[src/rtl/floor_request_ctrl.sv]
// Four-floor elevator call scheduler: latches calls, SCAN direction choice, travel/dwell timing, floor tracking.
// Latency: a call is latched on the first edge; the move decision comes one edge later; a call at the current floor opens the door on the first edge.
// Backpressure: none; call_req is a level sampled every cycle, and the position counter takes cnt_en/cnt_load unconditionally.
module floor_request_ctrl #(
  parameter int TRAVEL_CYCLES = 8,
  parameter int DOOR_CYCLES   = 16
) (
  input  logic       clk,
  input  logic       rst,
  input  logic [3:0] call_req,
  output logic [1:0] cur_floor,
  output logic [3:0] pending,
  output logic       move_up,
  output logic       move_down,
  output logic       door_open,
  output logic       busy,
  output logic       cnt_en,
  output logic [3:0] cnt_load
);

  // One shared down-counter times both travel and dwell, so it is sized for the longer of the two.
  localparam int TMAX = (TRAVEL_CYCLES > DOOR_CYCLES) ? TRAVEL_CYCLES : DOOR_CYCLES;
  localparam int TW   = (TMAX > 2) ? $clog2(TMAX) : 1;

  localparam logic [TW-1:0] TRAVEL_RELOAD = TW'(TRAVEL_CYCLES - 1);
  localparam logic [TW-1:0] DOOR_RELOAD   = TW'(DOOR_CYCLES - 1);
  localparam logic [TW-1:0] TIMER_ONE     = TW'(1);

  typedef enum logic [1:0] {
    ST_IDLE   = 2'd0,
    ST_MOVING = 2'd1,
    ST_DOOR   = 2'd2
  } state_t;

  state_t        state, state_nxt;
  logic          dir, dir_nxt;              // 1 = up, 0 = down
  logic [TW-1:0] timer, timer_nxt;
  logic [1:0]    floor_nxt;
  logic [3:0]    pending_nxt;
  logic [3:0]    req_eff;
  logic [3:0]    clr_mask;
  logic          cnt_en_nxt;
  logic [3:0]    cnt_load_nxt;
  logic [1:0]    new_floor;
  logic          ahead, behind;

  // Any call strictly above floor f.
  function automatic logic any_above(input logic [3:0] p, input logic [1:0] f);
    logic [3:0] m;
    m = 4'b1110 << f;
    return |(p & m);
  endfunction

  // Any call strictly below floor f.
  function automatic logic any_below(input logic [3:0] p, input logic [1:0] f);
    logic [3:0] m;
    m = ~(4'b1111 << f);
    return |(p & m);
  endfunction

  // Next-state, timer, floor and call-latch logic for the scheduler.
  always_comb begin
    state_nxt    = state;
    dir_nxt      = dir;
    timer_nxt    = timer;
    floor_nxt    = cur_floor;
    clr_mask     = 4'b0000;
    cnt_en_nxt   = 1'b0;
    cnt_load_nxt = cnt_load;
    new_floor    = cur_floor;
    ahead        = 1'b0;
    behind       = 1'b0;
    // Calls arriving this cycle count toward stops; moving off idle only
    // looks at latched calls so the move starts one cycle after the sample.
    req_eff      = pending | call_req;

    case (state)
      ST_IDLE: begin
        timer_nxt = '0;
        if (req_eff[cur_floor]) begin
          state_nxt           = ST_DOOR;
          timer_nxt           = DOOR_RELOAD;
          clr_mask[cur_floor] = 1'b1;
        end else if (any_above(pending, cur_floor) &&
                     (dir || !any_below(pending, cur_floor))) begin
          dir_nxt   = 1'b1;
          state_nxt = ST_MOVING;
          timer_nxt = TRAVEL_RELOAD;
        end else if (any_below(pending, cur_floor)) begin
          dir_nxt   = 1'b0;
          state_nxt = ST_MOVING;
          timer_nxt = TRAVEL_RELOAD;
        end
      end

      ST_MOVING: begin
        if (timer != '0) begin
          timer_nxt = timer - TIMER_ONE;
        end else begin
          // Saturating step: the floor number never wraps past 0 or 3.
          if (dir && (cur_floor != 2'd3)) begin
            new_floor = cur_floor + 2'd1;
          end else if (!dir && (cur_floor != 2'd0)) begin
            new_floor = cur_floor - 2'd1;
          end
          floor_nxt    = new_floor;
          cnt_en_nxt   = 1'b1;
          cnt_load_nxt = {2'b00, new_floor};
          ahead        = dir ? any_above(req_eff, new_floor) : any_below(req_eff, new_floor);
          behind       = dir ? any_below(req_eff, new_floor) : any_above(req_eff, new_floor);
          if (req_eff[new_floor]) begin
            state_nxt           = ST_DOOR;
            timer_nxt           = DOOR_RELOAD;
            clr_mask[new_floor] = 1'b1;
          end else if (ahead) begin
            timer_nxt = TRAVEL_RELOAD;
          end else if (behind) begin
            dir_nxt   = ~dir;
            timer_nxt = TRAVEL_RELOAD;
          end else begin
            state_nxt = ST_IDLE;
            timer_nxt = '0;
          end
        end
      end

      ST_DOOR: begin
        // A call at the open floor is absorbed by extending the dwell.
        clr_mask[cur_floor] = 1'b1;
        if (call_req[cur_floor]) begin
          timer_nxt = DOOR_RELOAD;
        end else if (timer != '0) begin
          timer_nxt = timer - TIMER_ONE;
        end else begin
          state_nxt = ST_IDLE;
        end
      end

      default: begin
        state_nxt = ST_IDLE;
        timer_nxt = '0;
      end
    endcase

    // At the end floors only one direction makes sense.
    if (floor_nxt == 2'd3) begin
      dir_nxt = 1'b0;
    end else if (floor_nxt == 2'd0) begin
      dir_nxt = 1'b1;
    end

    // Serving a floor wins over a new call for that same floor.
    pending_nxt = req_eff & ~clr_mask;
  end

  // Scheduler state and registered Moore outputs.
  always_ff @(posedge clk or negedge rst) begin
    if (!rst) begin
      state     <= ST_IDLE;
      dir       <= 1'b1;
      timer     <= '0;
      cur_floor <= 2'd0;
      pending   <= 4'b0000;
      move_up   <= 1'b0;
      move_down <= 1'b0;
      door_open <= 1'b0;
      busy      <= 1'b0;
      cnt_en    <= 1'b0;
      cnt_load  <= 4'b0000;
    end else begin
      state     <= state_nxt;
      dir       <= dir_nxt;
      timer     <= timer_nxt;
      cur_floor <= floor_nxt;
      pending   <= pending_nxt;
      move_up   <= (state_nxt == ST_MOVING) &&  dir_nxt;
      move_down <= (state_nxt == ST_MOVING) && !dir_nxt;
      door_open <= (state_nxt == ST_DOOR);
      busy      <= (state_nxt != ST_IDLE);
      cnt_en    <= cnt_en_nxt;
      cnt_load  <= cnt_load_nxt;
    end
  end

endmodule

[config.mk]
export PLATFORM = sky130hd
export DESIGN_NAME = floor_request_ctrl
export DESIGN_NICKNAME = d
export VERILOG_FILES = /design/src/rtl/floor_request_ctrl.sv
export SDC_FILE = /design/constraint.sdc
export NUM_CORES = 1
export LEC_CHECK = 0
export CORE_MARGIN = 5
export CORE_UTILIZATION = 30
export DETAILED_ROUTE_END_ITERATION = 8
export PLACE_DENSITY = 0.54
export SYNTH_ARGS = -nofsm -noshare
export SYNTH_HDL_FRONTEND = slang
export SYNTH_SLANG_ARGS = --single-unit
[constraint.sdc]
create_clock -name clk -period 4.32 [get_ports clk]
set_clock_uncertainty 0.05 [all_clocks]
set_input_delay 1.296 -clock clk [delete_from_list [all_inputs] [get_ports clk]]
set_output_delay 1.296 -clock clk [all_outputs]
set_load 0.05 [all_outputs]
==> metrics.md, run 1 <==
| Metric | Value |
|---|---|
| Syn Std Cell Area | 1520 um^2 |
| Final Cycle Share | 0.746 |
| DP HPWL | 2990 um |
| Share of cells above drive strength 1 | 0.148 |
| Clock Tree Root | clkbuf_8 |
| Final core utilization | 0.376 |
| Synth warn | 0 |
| Area of the multi-input gates | 951 um^2 |
| Top-count cell post-synth | dfrtp_1 |
| Main flop type after synthesis | dfrtp_1 |
| Crit. End Element | register |
| Outcome | complete, no violations |
| Core Region | slightly below 5000 um^2 |
| Row count | 25 |
| Final TNS setup | 0 ns |
| Via count | 1,311 |
| Crit path DAT | 3.32 ns |
| Top post-synthesis cells by area | dfrtp_1 (31%), ha_1 (5.8%), mux4_2 (4.5%) |
| CTS tree | built |
| H-tree levels | 1 |
| Setup violators final | 0 |
| # DRC | 0 |
| Cts-stage hold buffer count | 0 |
| Cell taking the most area after synthesis | dfrtp_1 |
| Largest net degree at the start of global routing | 21 |
| GPL Wtd Cong | 0.850 |
| Total GRT Usage | 0.132 |
| Die ar. | between 6000 and 7000 um^2 |
| # resized after CTS | 0 |
| # IOs | 21 |
| Initial antenna violation count | 0 |
| Mean Syn Cell Area | approximately 9.6 um^2 |
| Critical Path Start | call_req[1] |
| Hold Startpoint | cnt_load[0] |
| Clk sinks | 20 |
| WL final | between 3000 and 4000 um |
| Place WS | 0.808 ns |
| Total area of sequential cells | 502 um^2 |
| Crit-path max cell delay | 0.50 ns |
| Max_cap viols | 0 |
| Final net count | 190 |
| HP Class | register to register |
| Flop2flop setup slack | 1.31 ns |
| Sequential share of the synthesized area | 0.331 |
| Critical path class | primary input to register |
| Die W | 81.1 um |
| Post CTS Setup Buffer Count | 0 |
| Slew @ Worst Pin | 0.920 ns |
| Worst-skew pair later-pin latency | 0.26 ns |
| Router iterations before antenna repair | 4 |
| Cell Pwr Density | 244 nW/um^2 |
| Vias in the first global route | approximately 1,400 |
| WL/cell | 16.2 um |
| Synth top cells by count | dfrtp_1 (19), nor2_1 (13), nand2_1 (12), o21ai_0 (12), a21oi_1 (9) |
| DRC marker count from the first detailed-route iteration | 78 |
| CP cell instances | clkdlybuf4s50_1 -> or2_2 -> mux4_2 -> nand2_1 -> a21oi_1 -> o31ai_1 -> o311ai_2 -> nor2b_1 |
| CP max FO | 3 |
| Final Max Tran Viols | 0 |
| WP data required | around 4.4 ns |
| Origin of the critical flop-to-flop path | cur_floor[1] |
| Final hold viol count | 0 |
| Initial Utilization | 0.315 |
| Die height | 81.1 um |
| Area growth from synthesis to layout | 19.4% |
| Fin crit period | 3.22 ns |
| Antenna cell count | 0 |
| Post-Synthesis Cells | roughly 160 |
| Asr flop ratio synth | 1.00 |
| RSZ-0062 raised after global routing | no |
| Max transition margin | 0.384 |
| Final worst slack | 1.10 ns |
| Synth unique cells | 57 |
| Post-synth EDFFs | 0 |
| Crit-path slowest cell | mux4_2 |
| Post-DRT Antenna Nets | 0 |
| Share of the synthesized area in the top cell type | 0.314 |
| Fmax | 0.310 GHz |
| Worst-path clk slew | 0.07 ns |
| First-pass GRT wire length | between 6000 and 7000 um |
| Startpoint type of the worst setup path | primary input |
| Vias per Instance | approximately 5.4 |
| Static leakage | 0.710 nW |
| Flops & latches, synth | 20 |
| Max Root-Sink Buffers | 2 |
| CTS buffer count | 3 |
| Port bufs | 18 |
| Gr ovfl total | 0 |
| Max rail drop VDD | roughly 0.00012 V |
| Fill cells | 510 |
## worst paths after layout
| path | endpoint | depth (start not counted) |
|---|---|---|
| worst max-delay path | move_up | 8 |
| max in group asynchronous | state[0] | 1 |
| min in group asynchronous | timer[0] | 1 |
| worst min-delay path | cnt_load[0] | 2 |
| worst max register to register | move_up | 9 |
| worst min register to register | cnt_load[0] | 2 |
## critical path: cells and delay by family
kind,cells,cell delay [ns]
AO/OA/AOI/OAI,3,0.49
AND/OR/NAND/NOR,3,0.59
multiplexers,1,0.50
buffers and inverters,1,0.43
## layout by cell type, fill, tap and decap left out, types with 4 or more instances in the layout
cell,count
nor2_1,13
ha_1,7
o21ai_0,12
nand3_1,4
or2_2,4
inv_1,7
a221oi_1,4
a21oi_1,9
clkdlybuf4s50_1,18
nand2_1,12
nor2b_1,4
clkbuf_8,4
dfrtp_1,19
## cell type report
| cell class | count | share of cell area |
|---|---|---|
| Sequential cell | 20 | 0.277 |
| Inverter | 8 | 0.0166 |
| Clock buffer | 4 | 0.0304 |
| Multi-Input combinational cell | 125 | 0.526 |
| Tap cell | 67 | 0.0463 |
| Timing Repair Buffer | 19 | 0.104 |
## layer usage
layer	GRT usage	routed length, um
met5	0	0
met4	0.0389	51
met3	0.0222	237
met2	0.210	1830
met1	0.184	1830
## power by group
part           switching, mW  leakage, nW  internal [mW]
logic                 0.0490        0.453         0.0339
clock network         0.0618       0.0288         0.0811
registers             0.0153        0.228          0.201
## registers in the layout, indices dropped and copies added (netlist names)
signal     cells
busy           1
cnt_en         1
cnt_load       2
cur_floor      2
dir            1
door_open      1
move_down      1
move_up        1
pending        4
state          2
timer          4
## per-stage QoR
step	hold WS (ns)	std cells	cell area (um^2)	total power, mW
2_1_floorplan	0.546	159	1520	0.276
3_3_place_gp	0.427	239	1750	0.299
3_5_place_dp	0.425	239	1750	0.303
4_1_cts	0.443	243	1810	0.453
5_1_grt	0.495	243	1810	0.467
6_report	0.445	243	1810	0.442
## kinds of logic after synthesis
group / Yosys count / synth area share
other: 1 / 0.00247
flip-flops: 20 / 0.331
AND/OR/NAND/NOR: 54 / 0.186
AO/OA/AOI/OAI: 52 / 0.259
adder cells (fa/ha/maj): 7 / 0.0578
multiplexers: 5 / 0.0661
XOR/XNOR: 5 / 0.0537
buffers and inverters: 14 / 0.0438
Power figures use the tool's default switching activity.
==> run 2: changes to the inputs <==
Settings changed: PLACE_DENSITY 0.54 to 0.56.
Clock period 4.32 ns to 2.9 ns, I/O delays scaled along.
==> run 2 against run 1 <==
Against the previous run: count of clock-buffer cells in the layout stayed put; via count is 9.8% higher; final area is 9.2% higher; power is 50% higher; register-to-register slack worse by 1.1 ns; hold slack better by 0.00062 ns; sequential share of layout area is 2.3 points lower; first-iteration DRC count is 22% higher; clock power is 48% higher; largest cell class unchanged; largest power group unchanged; highest routed layer unchanged.
==> metrics.md, run 2 (synthesis results as in run 1) <==
| Metric | Value |
|---|---|
| Flop2flop setup slack | 0.21 ns (-1.10 ns) |
| # placed instances | 259 (+8.4%) |
| WL final | 4260 um (+8.0%) |
| Core Region | 4820 um^2 (unchanged) |
| Via count | 1,440 (+9.8%) |
| Logic gate share of total power | 0.195 (+0.008) |
| Crit path DAT | 2.93 ns (-0.39 ns) |
| Largest net degree at the start of global routing | 21 (unchanged) |
| Origin of the critical flop-to-flop path | cur_floor[0] |
| Setup violators final | 0 (unchanged) |
| DP HPWL | 3290 um (+10%) |
| Crit-path max cell delay | 0.51 ns (about the same) |
| Final hold viol count | 0 (unchanged) |
| # DRC | 0 (unchanged) |
| DRC marker count from the first detailed-route iteration | 95 (+22%) |
| HP Class | register to register |
| Startpoint type of the worst setup path | primary input |
| Final Cycle Share | 0.978 |
| Share of cells above drive strength 1 | 0.247 (+0.0997) |
| Final core utilization | 0.410 (+0.0345) |
| Max transition margin | 0.661 (+0.277) |
| Clk sinks | 20 (unchanged) |
| Worst-path clk slew | 0.07 ns (about the same) |
| H-tree levels | 1 (unchanged) |
| Critical path destination | move_up |
| Outcome | complete, no violations |
| Tot Pwr | 0.662 mW (+50%) |
| Critical path class | primary input to register |
| Hold_ws | 0.445 ns (+0.000619 ns) |
| Final cell count without fillers | 265 (+9.1%) |
| CP cell instances | clkdlybuf4s50_1 -> or2_2 -> mux4_2 -> nand2_1 -> a21oi_1 -> o31ai_1 -> o311ai_2 -> nor2b_1 |
| Fmax | 0.353 GHz |
| Sw Share | 0.281 (-0.00400) |
| Final net count | 212 (+12%) |
| Commonest cells after routing, fill and taps aside | buf_4 (23), dfrtp_1 (18), clkdlybuf4s50_1 (18), nor2_1 (13) |
| Sequential share of power | 0.486 (-0.003) |
| WP data required | 3.00 ns (-1.42 ns) |
| CP max FO | 3 (unchanged) |
| Router iterations before antenna repair | 5 (+1) |
| CTS tree | built |
| Post-DRT Antenna Nets | 0 (unchanged) |
| Largest registers | pending: 4 flops, timer: 4 flops |
| Final TNS setup | 0 ns (unchanged) |
| # resized after CTS | 0 (unchanged) |
| CTS buffer count | 3 (unchanged) |
| Static leakage | 0.812 nW (+14%) |
| Vias in the first global route | 1,448 (+6.1%) |
| Crit-path slowest cell | mux4_2 |
| Commonest non-fill, non-tap cell in the layout | buf_4 |
| R2r endpoint | move_up |
| Max Root-Sink Buffers | 2 (unchanged) |
| Critical Path Start | call_req[1] |
| Max_cap viols | 0 (unchanged) |
| Antenna cell count | 0 (unchanged) |
| Gr ovfl total | 0 (unchanged) |
| Initial antenna violation count | 0 (unchanged) |
| Port bufs | 18 (unchanged) |
| Max rail drop VDD | 0.000148 V (+21%) |
| Vias per Instance | 5.43 (+0.72%) |
| Clock power share | 0.319 (-0.004) |
| Die W | 81.1 um (unchanged) |
| WL/cell | 16.1 um (-0.96%) |
| GPL Wtd Cong | 0.887 (+4.3%) |
| Initial Utilization | 0.315 (unchanged) |
| Int Pwr | 0.476 mW (+51%) |
| # IOs | 21 (unchanged) |
| Fin crit period | between 2 and 3 ns |
| Area growth from synthesis to layout | 30.4% |
| Slew @ Worst Pin | 0.506 ns (-0.414 ns) |
| Total GRT Usage | 0.138 (+0.00603) |
| RSZ-0062 raised after global routing | no |
| First-pass GRT wire length | 7060 um (+3.3%) |
| Final Max Tran Viols | 0 (unchanged) |
| Row count | 25 (unchanged) |
| Net Switching | 0.186 mW (+48%) |
| Worst-skew pair later-pin latency | 0.25 ns (about the same) |
| Die ar. | 6570 um^2 (unchanged) |
| R2R depth | 9 (unchanged) |
| Clock Tree Root | clkbuf_8 |
| Die height | 81.1 um (unchanged) |
| Cts-stage hold buffer count | 0 (unchanged) |
| Crit. End Element | register |
| Cell Pwr Density | 335 nW/um^2 (+37%) |
## run 2: area by class of cell
type	count	area, um^2
flip-flops and latches	20	503
multi-input cells	125	951
well taps	67	83.8
inverters	8	30.0
fillers	495	2840
clock buffers	4	55.1
repair buffers	41	353
## run 2: power by group through the flow
stage | Clock [mW] | Combinational, mW | Sequential (mW)
CTS | 0.222 | 0.130 | 0.321
finish | 0.212 | 0.129 | 0.322
global placement | 0 | 0.124 | 0.326
detailed placement | 0 | 0.128 | 0.327
floorplan | 0 | 0.0807 | 0.331
global route | 0.235 | 0.147 | 0.326
## run 2: metrics by stage
stage | worst slack (ns) | area, um^2
5_1_grt | 0.0236 | 1980
2_1_floorplan | 0.0254 | 1520
6_report | 0.0649 | 1980
3_3_place_gp | -0.139 | 1910
3_5_place_dp | -0.195 | 1910
4_1_cts | 0.0716 | 1960
## run 2: worst min-delay path by stage
| stage | cells after the start | slack (ns) | start | to |
|---|---|---|---|---|
| finish | 2 | 0.45 | cnt_load[0] | cnt_load[0] |
| global route | 2 | 0.47 | cnt_load[0] | cnt_load[0] |
| CTS | 2 | 0.45 | cnt_load[0] | cnt_load[0] |
| detailed placement | 2 | 0.43 | cnt_load[0] | cnt_load[0] |
| global placement | 2 | 0.42 | cnt_load[0] | cnt_load[0] |
| floorplan | 0 | 0.52 | rst | busy |
## run 2: worst max-delay path: cells and delay by family
kind	cells	cell delay (ns)
compound gates	3	0.53
buf+inv	1	0.44
mux	1	0.51
simple gates	3	0.58
## run 2: timing repair
action	CTS	global route
endpoints found under the setup margin	0	1
hold endpoints to repair	0	0
buffers inserted	0	2
## run 2: routing by layer
metal  vias up  GRT usage  wire length [um]  part of all wire
met2        52      0.238              2200              0.52
met3        11     0.0166               233             0.055
met1       708      0.171              1720              0.40
li1        669          -                 -                 -
met4         0     0.0642               105             0.025
met5         -          0                 0                 0
